## src/rtl/ltsm_mbtrain_pkg.sv

```systemverilog
// Shared LINKSPEED definitions: sideband message codes, FSM states, exit causes
// and the request-to-response mapping used by both link directions.
package ltsm_mbtrain_pkg;

    localparam logic [3:0] START_REQ                  = 4'd1;
    localparam logic [3:0] START_RESP                 = 4'd2;
    localparam logic [3:0] ERROR_REQ                  = 4'd3;
    localparam logic [3:0] ERROR_RESP                 = 4'd4;
    localparam logic [3:0] EXIT_TO_REPAIR_REQ         = 4'd5;
    localparam logic [3:0] EXIT_TO_REPAIR_RESP        = 4'd6;
    localparam logic [3:0] EXIT_TO_SPEED_DEGRADE_REQ  = 4'd7;
    localparam logic [3:0] EXIT_TO_SPEED_DEGRADE_RESP = 4'd8;
    localparam logic [3:0] DONE_REQ                   = 4'd9;
    localparam logic [3:0] DONE_RESP                  = 4'd10;
    localparam logic [3:0] EXIT_TO_PHYRETRAIN_REQ     = 4'd11;
    localparam logic [3:0] EXIT_TO_PHYRETRAIN_RESP    = 4'd12;

    typedef enum logic [2:0] {
        ST_IDLE,
        ST_WAIT_START,
        ST_POINT_TEST,
        ST_WAIT_REQ,
        ST_WAIT_EXIT,
        ST_SEND_RESP,
        ST_TEST_FINISHED
    } ls_state_e;

    typedef enum logic [1:0] {
        CAUSE_DONE    = 2'b00,
        CAUSE_REPAIR  = 2'b01,
        CAUSE_DEGRADE = 2'b10,
        CAUSE_RETRAIN = 2'b11
    } exit_cause_e;

    // Requests the responder acts on (or buffers) in a given state.
    function automatic logic is_req_legal(input ls_state_e st, input logic [3:0] code);
        logic legal;
        legal = 1'b0;
        case (st)
            ST_POINT_TEST, ST_WAIT_REQ:
                legal = code inside {DONE_REQ, ERROR_REQ, EXIT_TO_PHYRETRAIN_REQ};
            ST_WAIT_EXIT:
                legal = code inside {EXIT_TO_REPAIR_REQ, EXIT_TO_SPEED_DEGRADE_REQ,
                                     EXIT_TO_PHYRETRAIN_REQ};
            default: legal = 1'b0;
        endcase
        return legal;
    endfunction

    function automatic logic [3:0] resp_of(input logic [3:0] req);
        logic [3:0] resp;
        case (req)
            START_REQ:                 resp = START_RESP;
            ERROR_REQ:                 resp = ERROR_RESP;
            EXIT_TO_REPAIR_REQ:        resp = EXIT_TO_REPAIR_RESP;
            EXIT_TO_SPEED_DEGRADE_REQ: resp = EXIT_TO_SPEED_DEGRADE_RESP;
            DONE_REQ:                  resp = DONE_RESP;
            EXIT_TO_PHYRETRAIN_REQ:    resp = EXIT_TO_PHYRETRAIN_RESP;
            default:                   resp = 4'd0;
        endcase
        return resp;
    endfunction

    function automatic exit_cause_e cause_of(input logic [3:0] req);
        exit_cause_e cause;
        case (req)
            EXIT_TO_REPAIR_REQ:        cause = CAUSE_REPAIR;
            EXIT_TO_SPEED_DEGRADE_REQ: cause = CAUSE_DEGRADE;
            EXIT_TO_PHYRETRAIN_REQ:    cause = CAUSE_RETRAIN;
            default:                   cause = CAUSE_DONE;
        endcase
        return cause;
    endfunction

endpackage

```

## src/rtl/linkspeed_rx_if.sv

```systemverilog
// Signal bundle between the LTSM/sideband side (master) and the LINKSPEED
// responder (slave); state is a debug view of the responder FSM.
interface linkspeed_rx_if;

    logic       i_en;
    logic [3:0] i_sideband_message;
    logic       i_rx_valid;
    logic       i_busy_negedge_detected;
    logic       i_point_test_ack;
    logic [3:0] o_sideband_message;
    logic       o_valid_rx;
    logic       o_point_test_en;
    logic       o_test_ack;
    logic [1:0] o_exit_cause;
    logic       o_error_req_received;
    ltsm_mbtrain_pkg::ls_state_e state;

    modport master (
        output i_en, i_sideband_message, i_rx_valid, i_busy_negedge_detected, i_point_test_ack,
        input  o_sideband_message, o_valid_rx, o_point_test_en, o_test_ack, o_exit_cause,
        input  o_error_req_received, state
    );

    modport slave (
        input  i_en, i_sideband_message, i_rx_valid, i_busy_negedge_detected, i_point_test_ack,
        output o_sideband_message, o_valid_rx, o_point_test_en, o_test_ack, o_exit_cause,
        output o_error_req_received, state
    );

endinterface

```

## src/rtl/sb_resp_driver.sv

```systemverilog
// Response register toward the sideband: one message in flight at a time,
// held until the sideband reports it has finished transmitting it.
module sb_resp_driver (
    input  logic       clk,
    input  logic       rst,
    input  logic       clr,
    input  logic       issue,
    input  logic [3:0] issue_code,
    input  logic       busy_negedge,
    output logic [3:0] msg,
    output logic       valid
);

    // Handshake: valid rises the edge after issue and stays high until
    // busy_negedge is seen while valid; issue is ignored while valid is high,
    // so a clearing cycle never loads a new message. msg holds after clearing.
    always_ff @(posedge clk) begin
        if (rst || clr) begin
            msg   <= 4'd0;
            valid <= 1'b0;
        end else if (valid) begin
            if (busy_negedge) valid <= 1'b0;
        end else if (issue) begin
            msg   <= issue_code;
            valid <= 1'b1;
        end
    end

endmodule

```

## src/rtl/linkspeed_rx.sv

```systemverilog
// LINKSPEED responder: answers partner requests after the receive point test,
// buffering one early/overlapping request and reporting the exit cause.
module linkspeed_rx
    import ltsm_mbtrain_pkg::*;
(
    input logic           clk,
    input logic           rst,
    linkspeed_rx_if.slave bus
);

    ls_state_e   state, state_nxt;
    logic        pend_valid, pend_valid_nxt;
    logic [3:0]  pend_code, pend_code_nxt;
    exit_cause_e cause, cause_nxt;
    logic        err_flag, err_flag_nxt;
    logic        issue;
    logic [3:0]  issue_code;
    logic        resp_valid;
    logic [3:0]  resp_msg;
    logic        live_req;
    logic        serve;
    logic [3:0]  req_code;

    always_ff @(posedge clk) begin
        if (rst) begin
            state      <= ST_IDLE;
            pend_valid <= 1'b0;
            pend_code  <= 4'd0;
            cause      <= CAUSE_DONE;
            err_flag   <= 1'b0;
        end else begin
            state      <= state_nxt;
            pend_valid <= pend_valid_nxt;
            pend_code  <= pend_code_nxt;
            cause      <= cause_nxt;
            err_flag   <= err_flag_nxt;
        end
    end

    always_comb begin
        state_nxt      = state;
        pend_valid_nxt = pend_valid;
        pend_code_nxt  = pend_code;
        cause_nxt      = cause;
        err_flag_nxt   = err_flag;
        issue          = 1'b0;
        issue_code     = 4'd0;
        serve          = 1'b0;
        live_req       = bus.i_rx_valid && is_req_legal(state, bus.i_sideband_message);
        req_code       = pend_valid ? pend_code : bus.i_sideband_message;
        if (!bus.i_en) begin
            state_nxt      = ST_IDLE;
            pend_valid_nxt = 1'b0;
            pend_code_nxt  = 4'd0;
            cause_nxt      = CAUSE_DONE;
            err_flag_nxt   = 1'b0;
        end else begin
            case (state)
                ST_IDLE: state_nxt = ST_WAIT_START;
                ST_WAIT_START:
                    if (bus.i_rx_valid && bus.i_sideband_message == START_REQ) begin
                        state_nxt  = ST_POINT_TEST;
                        issue      = 1'b1;
                        issue_code = START_RESP;
                    end
                ST_POINT_TEST: if (bus.i_point_test_ack) state_nxt = ST_WAIT_REQ;
                ST_WAIT_REQ, ST_WAIT_EXIT: serve = !resp_valid && (pend_valid || live_req);
                ST_SEND_RESP: if (resp_valid && bus.i_busy_negedge_detected) state_nxt = ST_TEST_FINISHED;
                default: ;
            endcase
            // A buffered request always wins over a live one in the same cycle.
            if (serve) begin
                issue          = 1'b1;
                issue_code     = resp_of(req_code);
                pend_valid_nxt = 1'b0;
                if (req_code == ERROR_REQ) begin
                    err_flag_nxt = 1'b1;
                    state_nxt    = ST_WAIT_EXIT;
                end else begin
                    cause_nxt = cause_of(req_code);
                    state_nxt = ST_SEND_RESP;
                end
            end else if (live_req && !(pend_valid && pend_code == EXIT_TO_PHYRETRAIN_REQ)) begin
                pend_valid_nxt = 1'b1;
                pend_code_nxt  = bus.i_sideband_message;
            end
        end
    end

    sb_resp_driver u_resp (
        .clk          (clk),
        .rst          (rst),
        .clr          (!bus.i_en),
        .issue        (issue),
        .issue_code   (issue_code),
        .busy_negedge (bus.i_busy_negedge_detected),
        .msg          (resp_msg),
        .valid        (resp_valid)
    );

    assign bus.o_sideband_message   = resp_msg;
    assign bus.o_valid_rx           = resp_valid;
    assign bus.o_point_test_en      = (state == ST_POINT_TEST);
    assign bus.o_test_ack           = (state == ST_TEST_FINISHED);
    assign bus.o_exit_cause         = cause;
    assign bus.o_error_req_received = err_flag;
    assign bus.state                = state;

endmodule
```

## src/flat_wrapper.sv

```systemverilog
// flat-port wrapper written by rule: the top's interface ports become plain ports
module linkspeed_rx_flat import ltsm_mbtrain_pkg::*;
  (clk, rst, bus_i_en, bus_i_sideband_message, bus_i_rx_valid, bus_i_busy_negedge_detected, bus_i_point_test_ack, bus_o_sideband_message, bus_o_valid_rx, bus_o_point_test_en, bus_o_test_ack, bus_o_exit_cause, bus_o_error_req_received, bus_state);
  linkspeed_rx_if bus_i ();
  input logic clk;
  input logic rst;
  input wire logic [$bits(bus_i.i_en)-1:0] bus_i_en;
  input wire logic [$bits(bus_i.i_sideband_message)-1:0] bus_i_sideband_message;
  input wire logic [$bits(bus_i.i_rx_valid)-1:0] bus_i_rx_valid;
  input wire logic [$bits(bus_i.i_busy_negedge_detected)-1:0] bus_i_busy_negedge_detected;
  input wire logic [$bits(bus_i.i_point_test_ack)-1:0] bus_i_point_test_ack;
  output wire logic [$bits(bus_i.o_sideband_message)-1:0] bus_o_sideband_message;
  output wire logic [$bits(bus_i.o_valid_rx)-1:0] bus_o_valid_rx;
  output wire logic [$bits(bus_i.o_point_test_en)-1:0] bus_o_point_test_en;
  output wire logic [$bits(bus_i.o_test_ack)-1:0] bus_o_test_ack;
  output wire logic [$bits(bus_i.o_exit_cause)-1:0] bus_o_exit_cause;
  output wire logic [$bits(bus_i.o_error_req_received)-1:0] bus_o_error_req_received;
  output wire logic [$bits(bus_i.state)-1:0] bus_state;
  assign bus_i.i_en = bus_i_en;
  assign bus_i.i_sideband_message = bus_i_sideband_message;
  assign bus_i.i_rx_valid = bus_i_rx_valid;
  assign bus_i.i_busy_negedge_detected = bus_i_busy_negedge_detected;
  assign bus_i.i_point_test_ack = bus_i_point_test_ack;
  assign bus_o_sideband_message = bus_i.o_sideband_message;
  assign bus_o_valid_rx = bus_i.o_valid_rx;
  assign bus_o_point_test_en = bus_i.o_point_test_en;
  assign bus_o_test_ack = bus_i.o_test_ack;
  assign bus_o_exit_cause = bus_i.o_exit_cause;
  assign bus_o_error_req_received = bus_i.o_error_req_received;
  assign bus_state = bus_i.state;
  linkspeed_rx u_core (.clk(clk), .rst(rst), .bus(bus_i));
endmodule
```

## config.mk

```make
export PLATFORM = sky130hd
export DESIGN_NAME = linkspeed_rx_flat
export DESIGN_NICKNAME = d
export VERILOG_FILES = /design/src/rtl/ltsm_mbtrain_pkg.sv /design/src/rtl/linkspeed_rx_if.sv /design/src/rtl/sb_resp_driver.sv /design/src/rtl/linkspeed_rx.sv /design/src/flat_wrapper.sv
export SDC_FILE = /design/constraint.sdc
export NUM_CORES = 1
export LEC_CHECK = 0
export ABC_AREA = 1
export CORE_MARGIN = 2
export CORE_UTILIZATION = 25
export CTS_CLUSTER_DIAMETER = 30
export DETAILED_ROUTE_END_ITERATION = 8
export GPL_ROUTABILITY_DRIVEN = 0
export GPL_TIMING_DRIVEN = 1
export SYNTH_ARGS = -nofsm -noshare
export SYNTH_HDL_FRONTEND = slang
export SYNTH_SLANG_ARGS = --single-unit
```

## constraint.sdc

```tcl
create_clock -name clk -period 1.42 [get_ports clk]
set_clock_uncertainty 0.2 [all_clocks]
set_input_delay 0.284 -clock clk [delete_from_list [all_inputs] [get_ports clk]]
set_output_delay 0.284 -clock clk [all_outputs]
set_load 0.1 [all_outputs]
```

After elaboration in Yosys (flattened, before gate mapping)
Cells that the tools add are included.
W data, S select, Z words.

word-level totals
  register bits = 16
  input bits = 10
  output and inout port bits = 13
  logic and storage cells = 80

operators by class
  equal/unequal tests = 22
  mux-type cells = 23
  bitwise logic cells = 4
  reductions and logical operators = 24

operator list
  kind                  number
  $pmux W4 S6           1
  $eq A4 B4 Y1 const B  5
  $eq A4 B3 Y1 const B  4
  $mux W4               4
  $mux W3               4
  $pmux W3 S4           1
  $mux W1               10
  $eq A3 B3 Y1 const B  3
  $eq A4 B1 Y1 const B  2
  $eq A4 B2 Y1 const B  2
  $reduce_and A2 Y1     4
  $eq A3 B2 Y1 const B  2
  $logic_and A1 B1 Y1   6
  $ne A3 B1 Y1 const B  2
  $pmux W2 S3           1
  $reduce_bool A3 Y1    2
  $reduce_or A2 Y1      3
  $reduce_bool A5 Y1    1
  $not A1 Y1            4
  $reduce_and A4 Y1     1
  $eq A3 B1 Y1 const B  1
  $logic_not A1 Y1      3
  $logic_not A3 Y1      1
  $ne A3 B2 Y1 const B  1
  other kinds (4)       5

Longest topological paths before layout
Gate-level depths: netlist (run 1).

  depth after elaboration = 12
  mapped depth = 14
  gate-level depth less buffers = 13

By module
From an unflattened synthesis (run 1), not the netlist that was laid out.

second synthesis, totals
  cells, all modules = 159
  area total of the unflattened synthesis = 1019.7 um^2

by module, submodules not included
  module          instances  cells an instance  area each (um^2)  sequential area each (um^2)
  linkspeed_rx    1          126                803.3             220.2
  sb_resp_driver  1          33                 216.5             100.1

Worst setup path after synthesis (run 1)
No wires, ideal clock.

  kind = register to output
  start point = reg u_core.state[2] (netlist: u_core.bus.state[2])
  end point = out bus_o_test_ack
  arrival = 3.228 ns
  data required time = 0.936 ns
  setup slack = -2.292 ns
  stages on the path, launching flop included = 3
  buffers on the path = 0
  cells stage by stage = dfxtp_1 -> inv_2 -> nor3_1

between the ends
  word-level cells in the longest chain between the ends = 1

RTL lines
  element                   RTL line             text
  start: declaration        linkspeed_rx.sv:11   ls_state_e state, state_nxt;
  start signal: assignment  linkspeed_rx.sv:32   state <= state_nxt;
  $eq A3 B3 Y1              linkspeed_rx.sv:104  assign bus.o_test_ack = (state == ST_TEST_FINISHED);
  end: declaration          flat_wrapper.sv:15   output wire logic [$bits(bus_i.o_test_ack)-1:0] bus_o_test_ack;

No other way between the ends.

Final worst setup path (run 1)
  start point = reg u_core.state[2] (netlist: u_core.bus.state[2])
  end point = out bus_o_point_test_en

between the ends
  word-level cells in the longest chain between the ends = 1

RTL lines
  element           RTL line             text
  $eq A3 B2 Y1      linkspeed_rx.sv:103  assign bus.o_point_test_en = (state == ST_POINT_TEST);
  end: declaration  flat_wrapper.sv:14   output wire logic [$bits(bus_i.o_point_test_en)-1:0] bus_o_point_test_en;

No other way between the ends.

==> metrics, run 1 <==
First-pass DRT Iterations=4; r2r setup slk=-0.25 ns; RSZ-0062 raised after global routing=true; failing checks=negative setup slack; leading area contributor after synthesis=dfxtp_1; H-tree Lvls=1; Final Cycle Share=120.2%; number of synthesized register bits=15; DRT Wirelength=2.927 mm; Leakage=0.7939 nW; ranking of synthesized cells by area=dfxtp_1 (31%), nand2_1 (16%), inv_1 (7.8%), nor2_1 (7.0%), a21oi_1 (5.2%); Via Count=1,127; setup_tns=-3.849 ns; Yosys top cell area share=31.17%; Die Y=66.08 um; clock sink count=15; sequential share of the synthesized area=31.17%; diodes inserted=0; full die area=4367 um^2; r2r startpoint=u_core.bus.state[0]; grt total ovfl=0; antenna violations before repair=0; syn_nets=163; first-pass GRT wire length=4.767 mm; PortBufs=21; Critical Path RT=0.94 ns; Hold WS=0.2709 ns; max-cap viol count=0; Arrival @ worst endpoint=approximately 1.2 ns; die width=approximately 66 um; drt drc=0; asr flop ratio synth=0%; critical-path maximum fanout=3; final net count=225; number of global-route vias before repair=1,061; synth-to-layout area growth=96.10%; post-synthesis average cell area=6.297 um^2; Skew-Pair Late Insertion Delay=0.25 ns; pin count of the biggest net entering global routing=12; routed len/inst=11.17 um; Final HPWL DP=2.040 mm; outcome=complete, but fails checks; ANT nets after route=0; Critical Path End Type=primary output; Ports=23; CTS tree=built; clk slew on worst S/H paths=0.07 ns; EDFF count, synth=0; Max VDD drop=roughly 0.54 mV; worst r2r path cells=13; CP Class=reg2out; most common cell in the netlist=nand2_1; R2R Path End=u_core.u_resp.msg[1]; total track usage=14.22%; FP Rows=22; Mapped Area=963.4 um^2; Setup crit start=u_core.bus.state[2]; PD cells=around 710 nW/um^2; clk root buf=clkbuf_8; Hold WC Path Type=reg2reg; fmax=0.5861 GHz; Synth warnings=0; Setup WS post-layout=-0.2862 ns; CTS max path bufs=2; post-route minimum period=1.706 ns; detail-routed via count per cell=4.302; crit path to=bus_o_point_test_en; Setup crit start kind=register; synth cell count leaders=nand2_1 (40), inv_1 (20), nor2_1 (18), dfxtp_1 (15); DRT iter0 DRCs=39; total CTS buffers=3; Syn Inst Count=roughly 150; Cell variety after synth=24; layout cell share with drive strength beyond 1=a little under half; Initial Utilization=26.12%; CTS hold repair buffers=0; Max Slew Vio Count=0; ys flop type=dfxtp_1; final hold viol count=0; Setup violations, final=19; total core area=3689 um^2
## worst max-delay path: stages (launching register included)
cell and delay (ns):
dfxtp_4 0.37, inv_6 0.06, buf_6 0.11, nand2_4 0.04, buf_6 0.11, nor2_4 0.09
buf_12 0.18
## where the power goes
group	total [mW]	leakage [nW]	switching [mW]	internal, mW
Clock	0.364	0.0228	0.165	0.199
Combinational	0.536	0.646	0.298	0.238
Sequential	0.444	0.125	0.0141	0.429
## state kept, by name (all words and copies together) (netlist names)
| name | cells |
|---|---|
| u_core.bus.o_error_req_received | 1 |
| u_core.bus.o_exit_cause | 2 |
| u_core.bus.state | 3 |
| u_core.pend_code | 4 |
| u_core.pend_valid | 1 |
| u_core.u_resp.msg | 3 |
| u_core.u_resp.valid | 1 |
## metrics by stage
stage | instance area (um^2) | util, % | power (mW) | setup WS (ns) | instances
2_1_floorplan | 1011 | - | 0.7069 | -0.4812 | 153
3_3_place_gp | 1620 | 43.93 | 0.8999 | -0.7647 | 250
3_5_place_dp | 1620 | 43.93 | 0.9017 | -0.7612 | 250
4_1_cts | 1773 | 48.07 | 1.310 | -0.3009 | 259
5_1_grt | 1889 | 51.22 | 1.410 | -0.3622 | 262
6_report | 1889 | 51.22 | 1.344 | -0.2862 | 262
## worst min-delay path by stage
stage / startpoint / to / depth (start not counted)
finish: u_core.pend_code[1] / u_core.pend_code[1] / 2
global route: bus_i_sideband_message[1] / u_core.pend_code[1] / 3
CTS: u_core.pend_code[1] / u_core.pend_code[1] / 2
detailed placement: u_core.pend_code[1] / u_core.pend_code[1] / 2
global placement: u_core.pend_code[1] / u_core.pend_code[1] / 2
floorplan: u_core.pend_code[1] / u_core.pend_code[1] / 2
## cell families after synthesis
logic type             Yosys count  synth area share [%]
and+or+nand+nor                 88                 44.16
buffers and inverters           27                 12.08
AOI/OAI and AO/OA               22                 12.21
DFF                             15                 31.17
other                            1                0.3892
## metal layers
layer	vias up	wire, um	part of all wire, %	global-route usage [%]
li1	603	-	-	-
met1	505	1294	44	17.44
met2	15	1506	51	24.13
met3	4	102	3.5	4.259
met4	0	23	0.79	3.571
met5	-	0	0	0
## layout make-up
cell class	count	area, um^2
flip-flops and latches	15	316.6
repair buffers	59	656.9
inverters	24	102.6
clock buffers	4	45.04
fillers	364	1799
multi-input cells	112	708.2
well taps	48	60.06
## timing repair
| item | CTS | global route |
|---|---|---|
| gates cloned | 1 | 0 |
| buffers inserted | 4 | 3 |
| pin swaps | 12 | 16 |
| setup endpoints to repair | 17 | 20 |
| resized for setup | 23 | 29 |
## cells in the final DEF (no fill, tap or decap), types with 3 or more instances in the layout
master	netlist	final
a21oi_1	10	7
nor2_2	4	3
nand2_1	40	31
nand2_2	2	7
clkbuf_8	0	3
dfxtp_4	0	4
nor2_1	18	13
o21ai_1	2	5
nand2_4	3	7
buf_12	0	13
buf_4	2	28
dfxtp_1	15	10
inv_1	20	19
nor3_1	4	3
nand3_1	10	8
buf_6	1	9
dlygate4sd2_1	0	4
nor2_4	0	6
clkdlybuf4s50_1	0	5
o21ai_0	7	3
Note: power is estimated with default switching activity, not from simulation.
==> inputs of run 2 (changes only) <==
Settings changed: CTS_CLUSTER_SIZE set to 24.
==> results of run 2 <==
Same layout as run 1: the final DEF is identical, and so are final timing and power.
